File: src/rtl/wb_link_if.sv
// ---------------------------------------------------------------------------
// wb_link_if
//   Signal bundle between the EX/MEM side, the ID-stage hazard query and the
//   wb_link_stage MEM/WB boundary register.
//
//   Parameters: DATA_W (data/PC width), REG_AW (register address width).
//
//   Signals (direction as seen by the stage, i.e. the slave modport):
//     in_valid  in   EX/MEM slot holds a real instruction
//     jal       in   2'b10 jal, 2'b11 jalr (build-dependent), else plain write
//     pc        in   address of the branch instruction
//     alu_data  in   ALU/memory result
//     rd_in     in   decoded destination register
//     we_in     in   instruction writes a register
//     stall     in   hold the stage
//     flush     in   replace the incoming slot with a bubble
//     rs_q/rt_q in   ID-stage source registers
//     wb_valid  out  WB slot holds a real instruction
//     wb_we     out  register file write enable
//     wb_addr   out  register file write address
//     wb_data   out  register file write data
//     hazard    out  ID must stall (combinational)
// ---------------------------------------------------------------------------
interface wb_link_if #(
  parameter int DATA_W = 32,
  parameter int REG_AW = 5
);
  logic              in_valid;
  logic [1:0]        jal;
  logic [DATA_W-1:0] pc;
  logic [DATA_W-1:0] alu_data;
  logic [REG_AW-1:0] rd_in;
  logic              we_in;
  logic              stall;
  logic              flush;
  logic [REG_AW-1:0] rs_q;
  logic [REG_AW-1:0] rt_q;
  logic              wb_valid;
  logic              wb_we;
  logic [REG_AW-1:0] wb_addr;
  logic [DATA_W-1:0] wb_data;
  logic              hazard;

  // Upstream pipeline / ID side.
  modport master (
    output in_valid, jal, pc, alu_data, rd_in, we_in, stall, flush, rs_q, rt_q,
    input  wb_valid, wb_we, wb_addr, wb_data, hazard
  );

  // The MEM/WB stage itself.
  modport slave (
    input  in_valid, jal, pc, alu_data, rd_in, we_in, stall, flush, rs_q, rt_q,
    output wb_valid, wb_we, wb_addr, wb_data, hazard
  );
endinterface

File: src/rtl/wb_link_stage.sv
// ---------------------------------------------------------------------------
// wb_link_stage
//   Registered MEM/WB boundary for a pipeline without forwarding paths.
//   Picks the writeback destination/value (substituting the link register and
//   pc+LINK_OFFSET for jal), registers it for the register file, and keeps a
//   DEPTH-entry window of in-flight destinations from which a combinational
//   hazard stall for ID is derived.
//
//   Optional feature macro: WB_LINK_JALR_EN
//     defined   : jal=2'b11 (jalr) writes pc+LINK_OFFSET to rd_in, we=1
//     undefined : jal=2'b11 behaves as a plain write
//
//   Ports:
//     clk  rising-edge clock
//     rst  asynchronous active-high reset (deassertion synchronised upstream)
//     bus  wb_link_if.slave (pipeline inputs, ID sources, WB outputs, hazard)
// ---------------------------------------------------------------------------
module wb_link_stage #(
  parameter int DATA_W      = 32,
  parameter int REG_AW      = 5,
  parameter int LINK_REG    = 31,
  parameter int LINK_OFFSET = 8,
  parameter int DEPTH       = 2
) (
  input  logic     clk,
  input  logic     rst,
  wb_link_if.slave bus
);

  localparam logic [REG_AW-1:0] LINK_ADDR = REG_AW'(LINK_REG);
  localparam logic [DATA_W-1:0] LINK_OFS  = DATA_W'(LINK_OFFSET);

  // Effective destination of the incoming slot.
  logic [DATA_W-1:0] link_data;
  logic [REG_AW-1:0] eff_addr;
  logic [DATA_W-1:0] eff_data;
  logic              eff_we;

  // Values actually presented to the stage register (bubble when !in_valid).
  logic [REG_AW-1:0] load_addr;
  logic [DATA_W-1:0] load_data;
  logic              load_we;

  // Window entry 0 doubles as the WB write port register.
  logic              win_we_reg   [DEPTH];
  logic [REG_AW-1:0] win_addr_reg [DEPTH];
  logic              wb_valid_reg;
  logic [DATA_W-1:0] wb_data_reg;

  logic [REG_AW-1:0] rs_q;
  logic [REG_AW-1:0] rt_q;
  logic [DEPTH-1:0]  win_hit;
  logic              incoming_hit;

  // Wraps modulo 2^DATA_W by construction.
  assign link_data = bus.pc + LINK_OFS;

  always_comb begin
    eff_addr = bus.rd_in;
    eff_data = bus.alu_data;
    eff_we   = bus.we_in;
    if (bus.jal == 2'b10) begin
      eff_addr = LINK_ADDR;
      eff_data = link_data;
      eff_we   = 1'b1;
    end
`ifdef WB_LINK_JALR_EN
    else if (bus.jal == 2'b11) begin
      eff_data = link_data;
      eff_we   = 1'b1;
    end
`endif
    // r0 is hardwired: never written, so it can never be a pending destination.
    if (eff_addr == '0) begin
      eff_we = 1'b0;
    end
  end

  always_comb begin
    load_we   = 1'b0;
    load_addr = '0;
    load_data = '0;
    if (bus.in_valid) begin
      load_we   = eff_we;
      load_addr = eff_addr;
      load_data = eff_data;
    end
  end

  // Stage register. The data/valid part and the destination window share the
  // same advance condition: flush always advances (pushing a bubble), a plain
  // stall freezes everything.
  always_ff @(posedge clk or posedge rst) begin
    if (rst) begin
      wb_valid_reg <= 1'b0;
      wb_data_reg  <= '0;
    end else if (bus.flush) begin
      wb_valid_reg <= 1'b0;
      wb_data_reg  <= '0;
    end else if (!bus.stall) begin
      wb_valid_reg <= bus.in_valid;
      wb_data_reg  <= load_data;
    end
  end

  always_ff @(posedge clk or posedge rst) begin
    if (rst) begin
      for (int k = 0; k < DEPTH; k++) begin
        win_we_reg[k]   <= 1'b0;
        win_addr_reg[k] <= '0;
      end
    end else if (bus.flush || !bus.stall) begin
      win_we_reg[0]   <= bus.flush ? 1'b0 : load_we;
      win_addr_reg[0] <= bus.flush ? '0 : load_addr;
      for (int k = 1; k < DEPTH; k++) begin
        win_we_reg[k]   <= win_we_reg[k-1];
        win_addr_reg[k] <= win_addr_reg[k-1];
      end
    end
  end

  assign bus.wb_valid = wb_valid_reg;
  assign bus.wb_we    = win_we_reg[0];
  assign bus.wb_addr  = win_addr_reg[0];
  assign bus.wb_data  = wb_data_reg;

  // Hazard detection: a nonzero source matching any pending write.
  assign rs_q = bus.rs_q;
  assign rt_q = bus.rt_q;

  for (genvar gi = 0; gi < DEPTH; gi++) begin : g_hit
    assign win_hit[gi] = win_we_reg[gi] &&
                         (((rs_q != '0) && (rs_q == win_addr_reg[gi])) ||
                          ((rt_q != '0) && (rt_q == win_addr_reg[gi])));
  end

  // The instruction about to enter WB is also unreadable this cycle.
  assign incoming_hit = bus.in_valid && eff_we &&
                        (((rs_q != '0) && (rs_q == eff_addr)) ||
                         ((rt_q != '0) && (rt_q == eff_addr)));

  assign bus.hazard = (|win_hit) || incoming_hit;

endmodule

File: src/flat_wrapper.sv
// flat-port wrapper written by rule: the top's interface ports become plain ports
module wb_link_stage_flat 
#(
  parameter int DATA_W      = 32,
  parameter int REG_AW      = 5,
  parameter int LINK_REG    = 31,
  parameter int LINK_OFFSET = 8,
  parameter int DEPTH       = 2
)
  (clk, rst, bus_in_valid, bus_jal, bus_pc, bus_alu_data, bus_rd_in, bus_we_in, bus_stall, bus_flush, bus_rs_q, bus_rt_q, bus_wb_valid, bus_wb_we, bus_wb_addr, bus_wb_data, bus_hazard);
  wb_link_if #(.DATA_W(DATA_W), .REG_AW(REG_AW)) bus_i ();
  input  logic clk;
  input  logic rst;
  input wire logic [$bits(bus_i.in_valid)-1:0] bus_in_valid;
  input wire logic [$bits(bus_i.jal)-1:0] bus_jal;
  input wire logic [$bits(bus_i.pc)-1:0] bus_pc;
  input wire logic [$bits(bus_i.alu_data)-1:0] bus_alu_data;
  input wire logic [$bits(bus_i.rd_in)-1:0] bus_rd_in;
  input wire logic [$bits(bus_i.we_in)-1:0] bus_we_in;
  input wire logic [$bits(bus_i.stall)-1:0] bus_stall;
  input wire logic [$bits(bus_i.flush)-1:0] bus_flush;
  input wire logic [$bits(bus_i.rs_q)-1:0] bus_rs_q;
  input wire logic [$bits(bus_i.rt_q)-1:0] bus_rt_q;
  output wire logic [$bits(bus_i.wb_valid)-1:0] bus_wb_valid;
  output wire logic [$bits(bus_i.wb_we)-1:0] bus_wb_we;
  output wire logic [$bits(bus_i.wb_addr)-1:0] bus_wb_addr;
  output wire logic [$bits(bus_i.wb_data)-1:0] bus_wb_data;
  output wire logic [$bits(bus_i.hazard)-1:0] bus_hazard;
  assign bus_i.in_valid = bus_in_valid;
  assign bus_i.jal = bus_jal;
  assign bus_i.pc = bus_pc;
  assign bus_i.alu_data = bus_alu_data;
  assign bus_i.rd_in = bus_rd_in;
  assign bus_i.we_in = bus_we_in;
  assign bus_i.stall = bus_stall;
  assign bus_i.flush = bus_flush;
  assign bus_i.rs_q = bus_rs_q;
  assign bus_i.rt_q = bus_rt_q;
  assign bus_wb_valid = bus_i.wb_valid;
  assign bus_wb_we = bus_i.wb_we;
  assign bus_wb_addr = bus_i.wb_addr;
  assign bus_wb_data = bus_i.wb_data;
  assign bus_hazard = bus_i.hazard;
  wb_link_stage #(.DATA_W(DATA_W), .REG_AW(REG_AW), .LINK_REG(LINK_REG), .LINK_OFFSET(LINK_OFFSET), .DEPTH(DEPTH)) u_core (.clk(clk), .rst(rst), .bus(bus_i));
endmodule
File: config.mk
export PLATFORM = sky130hd
export DESIGN_NAME = wb_link_stage_flat
export DESIGN_NICKNAME = d
export VERILOG_FILES = /design/src/rtl/wb_link_if.sv /design/src/rtl/wb_link_stage.sv /design/src/flat_wrapper.sv
export SDC_FILE = /design/constraint.sdc
export NUM_CORES = 1
export LEC_CHECK = 0
export BUFFER_PORTS_ARGS = -buffer_cell sky130_fd_sc_hd__buf_2
export CAP_MARGIN = 40
export CELL_PAD_IN_SITES_DETAIL_PLACEMENT = 0
export CELL_PAD_IN_SITES_GLOBAL_PLACEMENT = 1
export CORE_ASPECT_RATIO = 1.2
export CORE_MARGIN = 4
export CORE_UTILIZATION = 30
export CTS_CLUSTER_SIZE = 30
export DETAILED_ROUTE_END_ITERATION = 7
export PLACE_DENSITY_LB_ADDON = 0.1
export SLEW_MARGIN = 20
export SYNTH_ARGS = -nofsm -noshare
export SYNTH_HDL_FRONTEND = slang
export SYNTH_SLANG_ARGS = --single-unit
File: constraint.sdc
create_clock -name clk -period 3.4 [get_ports clk]
set_input_delay 0.68 -clock clk [delete_from_list [all_inputs] [get_ports clk]]
set_output_delay 0.68 -clock clk [all_outputs]
set_load 0.02 [all_outputs]
==> results.ini <==
[clock_tree]
cts.sinks = 45
cts_buffer_depth = 2
cts_max_level = 2
cts_resized = 0
clock_tree.root_cell = clkbuf_16
cts_tree = yes
clk_latency_ps = 290
cts.clk_slew.worst_paths_ps = 70
post_cts_buffers = 0
cts_made_buffers = 5
holdBufCountCts = 0

[logic_synthesis]
synthArstFlopShare_pct = 100
synth_cell_type_count = 54
synth.area.top_cells = dfrtp_1 (37%), xor2_1 (7.7%), xnor2_1 (7.2%), o21ai_1 (5.9%), a22oi_1 (4.9%)
synth_top_cell_area_share_pct = 36.9
postSynthCellCount = 334
yosysSeqAreaShare_pct = 36.9
synth_top_flop_cell = dfrtp_1
synth_edf_count = 0
synth-seq-cells = 45
syn_nets = 422
synth_top_area_cell = dfrtp_1
yosysWarningCount = 0
synth_area_mm2 = 0.00305
syn_avg_cell_area_um2 = 9.14

[routing]
wl_per_cell_um = 17.3
final_antenna_net_count = 0
drc = 0
vias = 2883
drt_iter0_markers = 67
drt_wl_total_mm = 9.82
drt-pass1-iter-count = 4
viasPerCell = 5.07

[die]
die_h_um = 118
initial_utilization_pct = 30.6
die_w_um = 100
core-area_mm2 = 0.00996
io_pins = 127
dieArea_mm2 = 0.0119
row_count = 40

[critical_path]
cp_top_family = simple AND/OR/NAND/NOR gates
critPathLaunch = bus_jal[0]
worstReg2RegStart = u_core.bus.wb_addr[1]
critPathCaptureType = primary output
startpoint_type = input pin
crit_type = input pin to primary output
cp.required_ps = 2720
cp_common_cell = buf_2
rr_endpoint = u_core.win_addr_reg[1]
worst-r2r-setup-slack_ps = 2520
critical_path_arrival_ps = 2330
cpMaxStageDelayCell = or4b_1
path_cells = buf_2 > nor2b_4 > and3_1 > a311oi_1 > or4b_1 > o211ai_1 > buf_2
critPathMaxFanout = 18
path_buf_inv = 2
slowest_delay_ps = 530
reg2reg_depth = 1

[timing]
clock_skew_ps = 1.25
setup_viol = 0
fin_setup_tns_ps = 0
maxClockFrequency_ghz = 0.333
hold_viol_final = 0
slew_headroom_pct = 46.3
finalCriticalPeriod_ps = 3010
period_share_pct = 88.4
rsz0062_at_grt = no
slew_viol_final = 0
tightest_slew_ps = 800
hold_ws_ps = 380

[power]
internal-power_uw = 953
leakagePower_nw = 1.78
clkPwrFrac_pct = 36.1
ir_worst_vdd_mv = 0.167
p_sw_uw = 407
pwr-share-seq_pct = 42.7
switching_share_pct = 29.9
comb_power_share_pct = 21.3
power-per-cell-area_mw_per_mm2 = 353

[global_route]
antenna_found_initial = 0
grt_max_degree = 30
use_met1_pct = 19.5
grt_overflow = 0
busiest_layer = met2
grt_pass1_wl_mm = 15.4
grt_pass1_vias = 2961
met2_usage_pct = 29.6
grt.total_usage_pct = 16.6
grt_use_met3_pct = 4.07

[final_layout]
drive_gt1_share_pct = 35.7
fin_area_mm2 = 0.00385
largest_reg_flops = 32
layout.nets = 531
syn_to_final_growth_pct = 26.3
antenna_cells = 0
fill_cells = 1083
multi_input_area_mm2 = 0.00173
fin_util_pct = 38.7
seqCellArea_mm2 = 0.00113

[worst_hold_path]
worstHoldPathType = input pin to async pin

[job]
maxCapViolations = 0

[placed_design]
placed_area_mm2 = 0.00371
dp_hpwl_mm = 7.58
gp_congestion = 0.772
numPortBuffers = 126

[outcome]
outcome = completed

[power groups by stage]
stage / sequential, mW / clock [mW] / combinational [mW]
floorplan: 0.608 / 0 / 0.155
finish: 0.580 / 0.490 / 0.289
global route: 0.583 / 0.525 / 0.319
global placement: 0.590 / 0 / 0.289
detailed placement: 0.590 / 0 / 0.295
CTS: 0.580 / 0.514 / 0.295
[synth_stat cells, types with 2 or more instances]
master,count
a22o_1,4
a21oi_1,3
o21ai_0,7
o21ai_1,36
or4_1,2
nor4_1,3
nand2_1,35
nand4_1,12
nor2b_1,2
or4_4,2
o211ai_2,2
o22ai_1,3
mux2i_1,4
a22oi_1,20
and2_1,3
nor2_1,11
o211ai_1,4
buf_4,7
nand3_1,12
mux2_2,5
and3_1,6
buf_6,6
a311oi_1,2
dfrtp_1,45
clkbuf_1,9
nand3_2,2
nor3_1,3
and4_1,3
buf_2,6
xnor2_1,25
xor2_1,27
[how the worst max path moves through the flow]
stage / endpoint / slack [ps] / cells after the start
global route: bus_hazard / 240 / 7
detailed placement: bus_hazard / 360 / 7
global placement: bus_hazard / 400 / 7
floorplan: bus_hazard / 700 / 5
CTS: bus_hazard / 360 / 7
finish: bus_hazard / 390 / 7
[layer usage]
layer  wire (µm)  share of wire [%]  up-vias
met5           0                  0        -
met4          99                1.0        0
met3         590                6.0        5
met2        5080                 52       84
met1        4050                 41     1378
li1            -                  -     1416
[cell families (layout without fill, tap and decap cells)]
family          after synthesis  after routing  synth area share (%)
compound gates               88             88                  18.5
xor+xnor                     52             52                  14.9
fa+ha+maj                     1              1                 0.410
buf+inv                      32            141                  6.56
flops                        45             45                  36.9
mux                          10             10                  3.53
simple gates                106            106                  19.2
[through the flow]
| stage | total power [mW] | setup slack (ps) | cells |
|---|---|---|---|
| 2_1_floorplan | 0.763 | 696 | 334 |
| 3_3_place_gp | 0.879 | 401 | 561 |
| 3_5_place_dp | 0.885 | 364 | 562 |
| 4_1_cts | 1.39 | 358 | 569 |
| 5_1_grt | 1.43 | 243 | 569 |
| 6_report | 1.36 | 394 | 569 |
[cell type report]
| type | count | area share (%) |
|---|---|---|
| multi-input cells | 257 | 45.0 |
| flip-flops and latches | 45 | 29.2 |
| repair buffers | 132 | 17.9 |
| well taps | 126 | 4.09 |
| clock buffers | 5 | 3.25 |
| clock inverters | 2 | 0.422 |
| inverters | 2 | 0.195 |
[layout by cell type (no fill, tap or decap), types with 3 or more instances in the layout]
cell type / netlist / final
nor3_1: 3 / 3
buf_2: 6 / 126
and3_1: 6 / 6
nor2_1: 11 / 11
a22oi_1: 20 / 20
nor4_1: 3 / 3
xnor2_1: 25 / 25
nand4_1: 12 / 12
and4_1: 3 / 3
mux2i_1: 4 / 4
mux2_2: 5 / 5
nand2_1: 35 / 35
buf_4: 7 / 5
nand3_1: 12 / 12
a22o_1: 4 / 4
o211ai_1: 4 / 4
dfrtp_1: 45 / 45
clkbuf_16: 0 / 5
and2_1: 3 / 3
xor2_1: 27 / 27
o21ai_1: 36 / 36
a21oi_1: 3 / 3
o21ai_0: 7 / 7
o22ai_1: 3 / 3
No activity file was read; power rests on OpenSTA's default activity.
